### config.mk
export PLATFORM = sky130hd
export DESIGN_NAME = dropout_mask_replay
export DESIGN_NICKNAME = d
export VERILOG_FILES = /design/src/rtl/dropout_mask_replay.sv
export SDC_FILE = /design/constraint.sdc
export NUM_CORES = 1
export LEC_CHECK = 0
export ABC_AREA = 1
export BUFFER_PORTS_ARGS = -buffer_cell sky130_fd_sc_hd__buf_4
export CORE_UTILIZATION = 49
export CTS_CLUSTER_DIAMETER = 30
export CTS_CLUSTER_SIZE = 20
export DETAILED_ROUTE_END_ITERATION = 7
export PLACE_DENSITY = 0.79
export SYNTH_ARGS = -nofsm -noshare
export SYNTH_HDL_FRONTEND = slang
export SYNTH_SLANG_ARGS = --single-unit
### constraint.sdc
create_clock -name clk -period 1.5 [get_ports clk]
set_clock_uncertainty 0.05 [all_clocks]
set_input_delay 0.3 -clock clk [delete_from_list [all_inputs] [get_ports clk]]
set_output_delay 0.3 -clock clk [all_outputs]
set_load 0.02 [all_outputs]
### src/rtl/dropout_mask_replay.sv
// Regenerates the forward-dropout keep mask from a shared Galois LFSR and gates a returning byte stream with it.
// Optional drop statistics counter built only when DROPOUT_STATS_EN is defined.
module dropout_mask_replay #(
    parameter int unsigned WIDTH  = 8,
    parameter int unsigned LFSR_W = 16,
    parameter logic [LFSR_W-1:0] SEED = 16'hACE1,
    parameter logic [LFSR_W-1:0] TAPS = 16'hB400
) (
    input  logic              clk,
    input  logic              reset,
    input  logic              enable,
    input  logic              seed_load,
    input  logic [LFSR_W-1:0] seed,
    input  logic              in_valid,
    output logic              in_ready,
    input  logic [WIDTH-1:0]  data_in,
    output logic              out_valid,
    input  logic              out_ready,
    output logic [WIDTH-1:0]  data_out,
    output logic [WIDTH-1:0]  mask_out,
    output logic [15:0]       drop_count
);

    logic [LFSR_W-1:0] r_lfsr;
    logic              r_out_valid;
    logic [WIDTH-1:0]  r_data;
    logic [WIDTH-1:0]  r_mask;

    logic              w_in_ready;
    logic              w_accept;
    logic [WIDTH-1:0]  w_mask;
    logic [LFSR_W-1:0] w_lfsr_next;
    logic [LFSR_W-1:0] w_seed_val;

    assign w_mask      = r_lfsr[WIDTH-1:0];
    assign w_in_ready  = enable & ~seed_load & (~r_out_valid | out_ready);
    assign w_accept    = enable & in_valid & w_in_ready;
    assign w_lfsr_next = (r_lfsr >> 1) ^ (r_lfsr[0] ? TAPS : '0);
    // A zero seed would lock the LFSR at zero forever.
    assign w_seed_val  = (seed == '0) ? SEED : seed;

    always_ff @(posedge clk or posedge reset) begin
        if (reset) begin
            r_lfsr      <= SEED;
            r_out_valid <= 1'b0;
            r_data      <= '0;
            r_mask      <= '0;
        end else if (enable) begin
            if (seed_load) begin
                r_lfsr <= w_seed_val;
            end else if (w_accept) begin
                r_lfsr <= w_lfsr_next;
            end

            if (w_accept) begin
                r_out_valid <= 1'b1;
                r_data      <= data_in & w_mask;
                r_mask      <= w_mask;
            end else if (out_ready) begin
                r_out_valid <= 1'b0;
            end
        end
    end

`ifdef DROPOUT_STATS_EN
    logic [15:0] r_drop_count;
    logic [15:0] w_zeros;
    logic [16:0] w_drop_sum;

    always_comb begin
        w_zeros = '0;
        for (int unsigned i = 0; i < WIDTH; i++) begin
            w_zeros = w_zeros + 16'(~w_mask[i]);
        end
    end

    assign w_drop_sum = {1'b0, r_drop_count} + {1'b0, w_zeros};

    always_ff @(posedge clk or posedge reset) begin
        if (reset) begin
            r_drop_count <= '0;
        end else if (w_accept) begin
            r_drop_count <= w_drop_sum[16] ? 16'hFFFF : w_drop_sum[15:0];
        end
    end

    assign drop_count = r_drop_count;
`else
    assign drop_count = '0;
`endif

    assign in_ready  = w_in_ready;
    assign out_valid = r_out_valid;
    assign data_out  = r_data;
    assign mask_out  = r_mask;

endmodule

==> results.md <==
* Run status: finished with violations
* Failing checks: hold timing
* Worst Setup Start Kind: register
* Wire per inst at 10.5 um
* Syn_area_per_cell at around 7.3 um^2
* Htree depth at 2
* Unrepaired setup endpoints after global routing: no
* Required @ worst endpoint at roughly 1.2 ns
* Clk root buf: clkbuf_4
* Ant. Diodes at 0
* Sequential element share of the synthesized area at about 47%
* Metal3 WL at between 200 and 250 um
* Mapped Cells at about 240
* Detailed Route WL at 3540 um
* Pre-Repair DR Iteration Count at 4
* Max Fclk at between 700 and 800 MHz
* Global-route usage over all layers at between 20% and 30%
* WP data arrival at around 1.0 ns
* Unique masters post-synth at 17
* Rows at 21
* Drt first-iter violations at 86
* Clk sink count at 33
* Power per Cell Area at around 1100 mW/mm^2
* Worst Hold Class: in2async
* Post-synthesis cell area at ~0.0018 mm^2
* # setup viols final at 0
* Die ar. at roughly 0.0039 mm^2
* Vias in the first global route at 1422
* Fin crit share at between 90% and 100%
* Layout cells sized above 1 at 24.8%
* Peak supply drop at around 500 uV
* R2R Setup Slk at 0.33 ns
* First-pass GRT wire length at approximately 6300 um
* IO Pins at 64
* Initial core utilization at between 50% and 60%
* CTS tree: done
* Wire length on met1 at 1590 um
* Largest net degree at the start of global routing at 38
* Ys Warns at 0
* #FFs+latches synth at 33
* Final Max Tran Viols at 0
* TNS Setup at 0 ns
* Critical path capture point type: output port
* GP Congestion at around 0.84
* DR WL met2 at around 1700 um
* R2r startpoint: out_valid$_DFFE_PP0P_
* FF/Latch Area at roughly 840 um^2
* Nets at approximately 320
* R2R cell count at 6
* CTS clock-pin slew for the worst setup and hold paths at about 0.1 ns
* HPWL after detailed placement at roughly 2600 um
* Worst hold slack at -0.00177 ns
* Clock period minus worst slack at 1.39 ns
* Via-per-instance ratio at about 4.7
* Lkg Pwr at 1.17 nW
* Fin. Hold Viols at 4
* Worst R2R End: r_lfsr[8]$_DFFE_PP0P_
* Remaining DRCs at 0
* Crit Path Max Fanout at 3
* IO Port Bufs at 47
* Clk Latency, worst-skew pair at between 0.3 and 0.4 ns
* Die Y at around 62 um
* Fill cells at between 300 and 400
* Util after Layout at between 60% and 70%
* Clock Path Buffers at 2
* Initial antenna violation count at 0
* Area Overhead vs Synth at 20.5%
* Multi-input logic area at between 700 and 800 um^2
* Max-cap viol count at 0
* Die Wd at 62.2 um
* Via count at around 1600
* DR top layer: met4
* Detail Route Antenna Nets at 0
* Cts hold-fix bufs at 0
* Total gr overflow at 0
* Clock buffer count from CTS at 5
* CP Class: reg2out
* Core ar. at ~0.0034 mm^2
==> sequential cells by signal, summed over array words and instances, names as in the netlist <==
name / flops
data_out: 8
mask_out: 8
out_valid: 1
r_lfsr: 16
==> power breakdown <==
part / switching [mW] / internal (mW)
registers: 0.116 / 1.09
clock network: 0.290 / 0.178
logic: 0.412 / 0.300
==> cells in the final DEF, fill, tap and decap left out <==
| cell | n |
|---|---|
| a21oi_2 | 1 |
| o21ai_0 | 22 |
| nand3_2 | 1 |
| inv_1 | 12 |
| dfrtp_1 | 25 |
| buf_12 | 1 |
| buf_4 | 50 |
| clkbuf_4 | 5 |
| nand2_2 | 2 |
| nand2_1 | 106 |
| xnor2_1 | 1 |
| dfstp_2 | 8 |
| a21oi_1 | 7 |
| nor2_1 | 28 |
| clkbuf_1 | 1 |
| nor2_2 | 1 |
| conb_1 | 16 |
| clkinv_2 | 2 |
| inv_2 | 1 |
==> cell families after synthesis <==
group,count (synthesis),share of synthesized area [%]
other,1,0.211
AND/OR/NAND/NOR,138,29.8
buffers and inverters,39,13.9
flip-flops,33,47.0
AO/OA/AOI/OAI,30,8.66
XOR/XNOR,1,0.493
==> worst max path at each step <==
| stage | from | to | slack (ns) |
|---|---|---|---|
| finish | out_valid$_DFFE_PP0P_ | in_ready | 0.11 |
| global route | out_valid$_DFFE_PP0P_ | in_ready | 0.004 |
| CTS | out_valid$_DFFE_PP0P_ | in_ready | 0.08 |
| detailed placement | seed_load | r_lfsr[1]$_DFFE_PP0P_ | 0.16 |
| global placement | seed_load | r_lfsr[10]$_DFFE_PP1P_ | 0.19 |
| floorplan | out_valid$_DFFE_PP0P_ | r_lfsr[12]$_DFFE_PP0P_ | 0.25 |
==> per-layer routing <==
metal,global-route usage [%],vias to the layer above
met5,0,-
met4,8.43,0
met3,6.62,8
met2,32.4,48
met1,27.3,713
li1,-,798
==> through the flow <==
| stage | instance area [um^2] | setup WS (ns) | hold slack (ns) | power, mW | cells |
|---|---|---|---|---|---|
| 2_1_floorplan | 1830 | 0.254 | 0.373 | 1.68 | 257 |
| 3_3_place_gp | 2090 | 0.193 | 0.366 | 1.92 | 328 |
| 3_5_place_dp | 2090 | 0.156 | 0.378 | 1.94 | 328 |
| 4_1_cts | 2140 | 0.0762 | 0.00763 | 2.42 | 336 |
| 5_1_grt | 2140 | 0.00385 | 0.0131 | 2.57 | 336 |
| 6_report | 2140 | 0.110 | -0.00177 | 2.39 | 336 |
==> cell usage after synthesis <==
cell     number  area (um^2)
buf_6         4         45.0
nand2_1     107          402
a21oi_2       1         8.76
xnor2_1       1         8.76
nor2_2        1         6.26
buf_2         5         25.0
dfrtp_1      25          626
dfstp_2       8          210
nand2_2       1         6.26
inv_1        12         45.0
inv_2         1         3.75
nand3_2       1         10.0
buf_4        17          128
conb_1        1         3.75
o21ai_0      22          110
nor2_1       28          105
a21oi_1       7         35.0
==> critical path, stage by stage (launching register included) <==
cell and delay [ns]:
dfrtp_1 0.41, nand2_2 0.08, nand2_1 0.05, inv_1 0.05, buf_4 0.13
==> what timing repair did <==
item / CTS / global route
buffers inserted: 0 / 0
endpoints found under the setup margin: 0 / 1
resized for setup: 0 / 1
==> cell type report <==
class	instances	share of cell area, %
clock buffers	6	1.93
well taps	46	2.69
multi-input cells	185	35.2
inverters	13	2.28
flip-flops and latches	33	39.0
clock inverters	2	0.467
repair buffers	51	18.4
No activity file was read; power rests on OpenSTA's default activity.
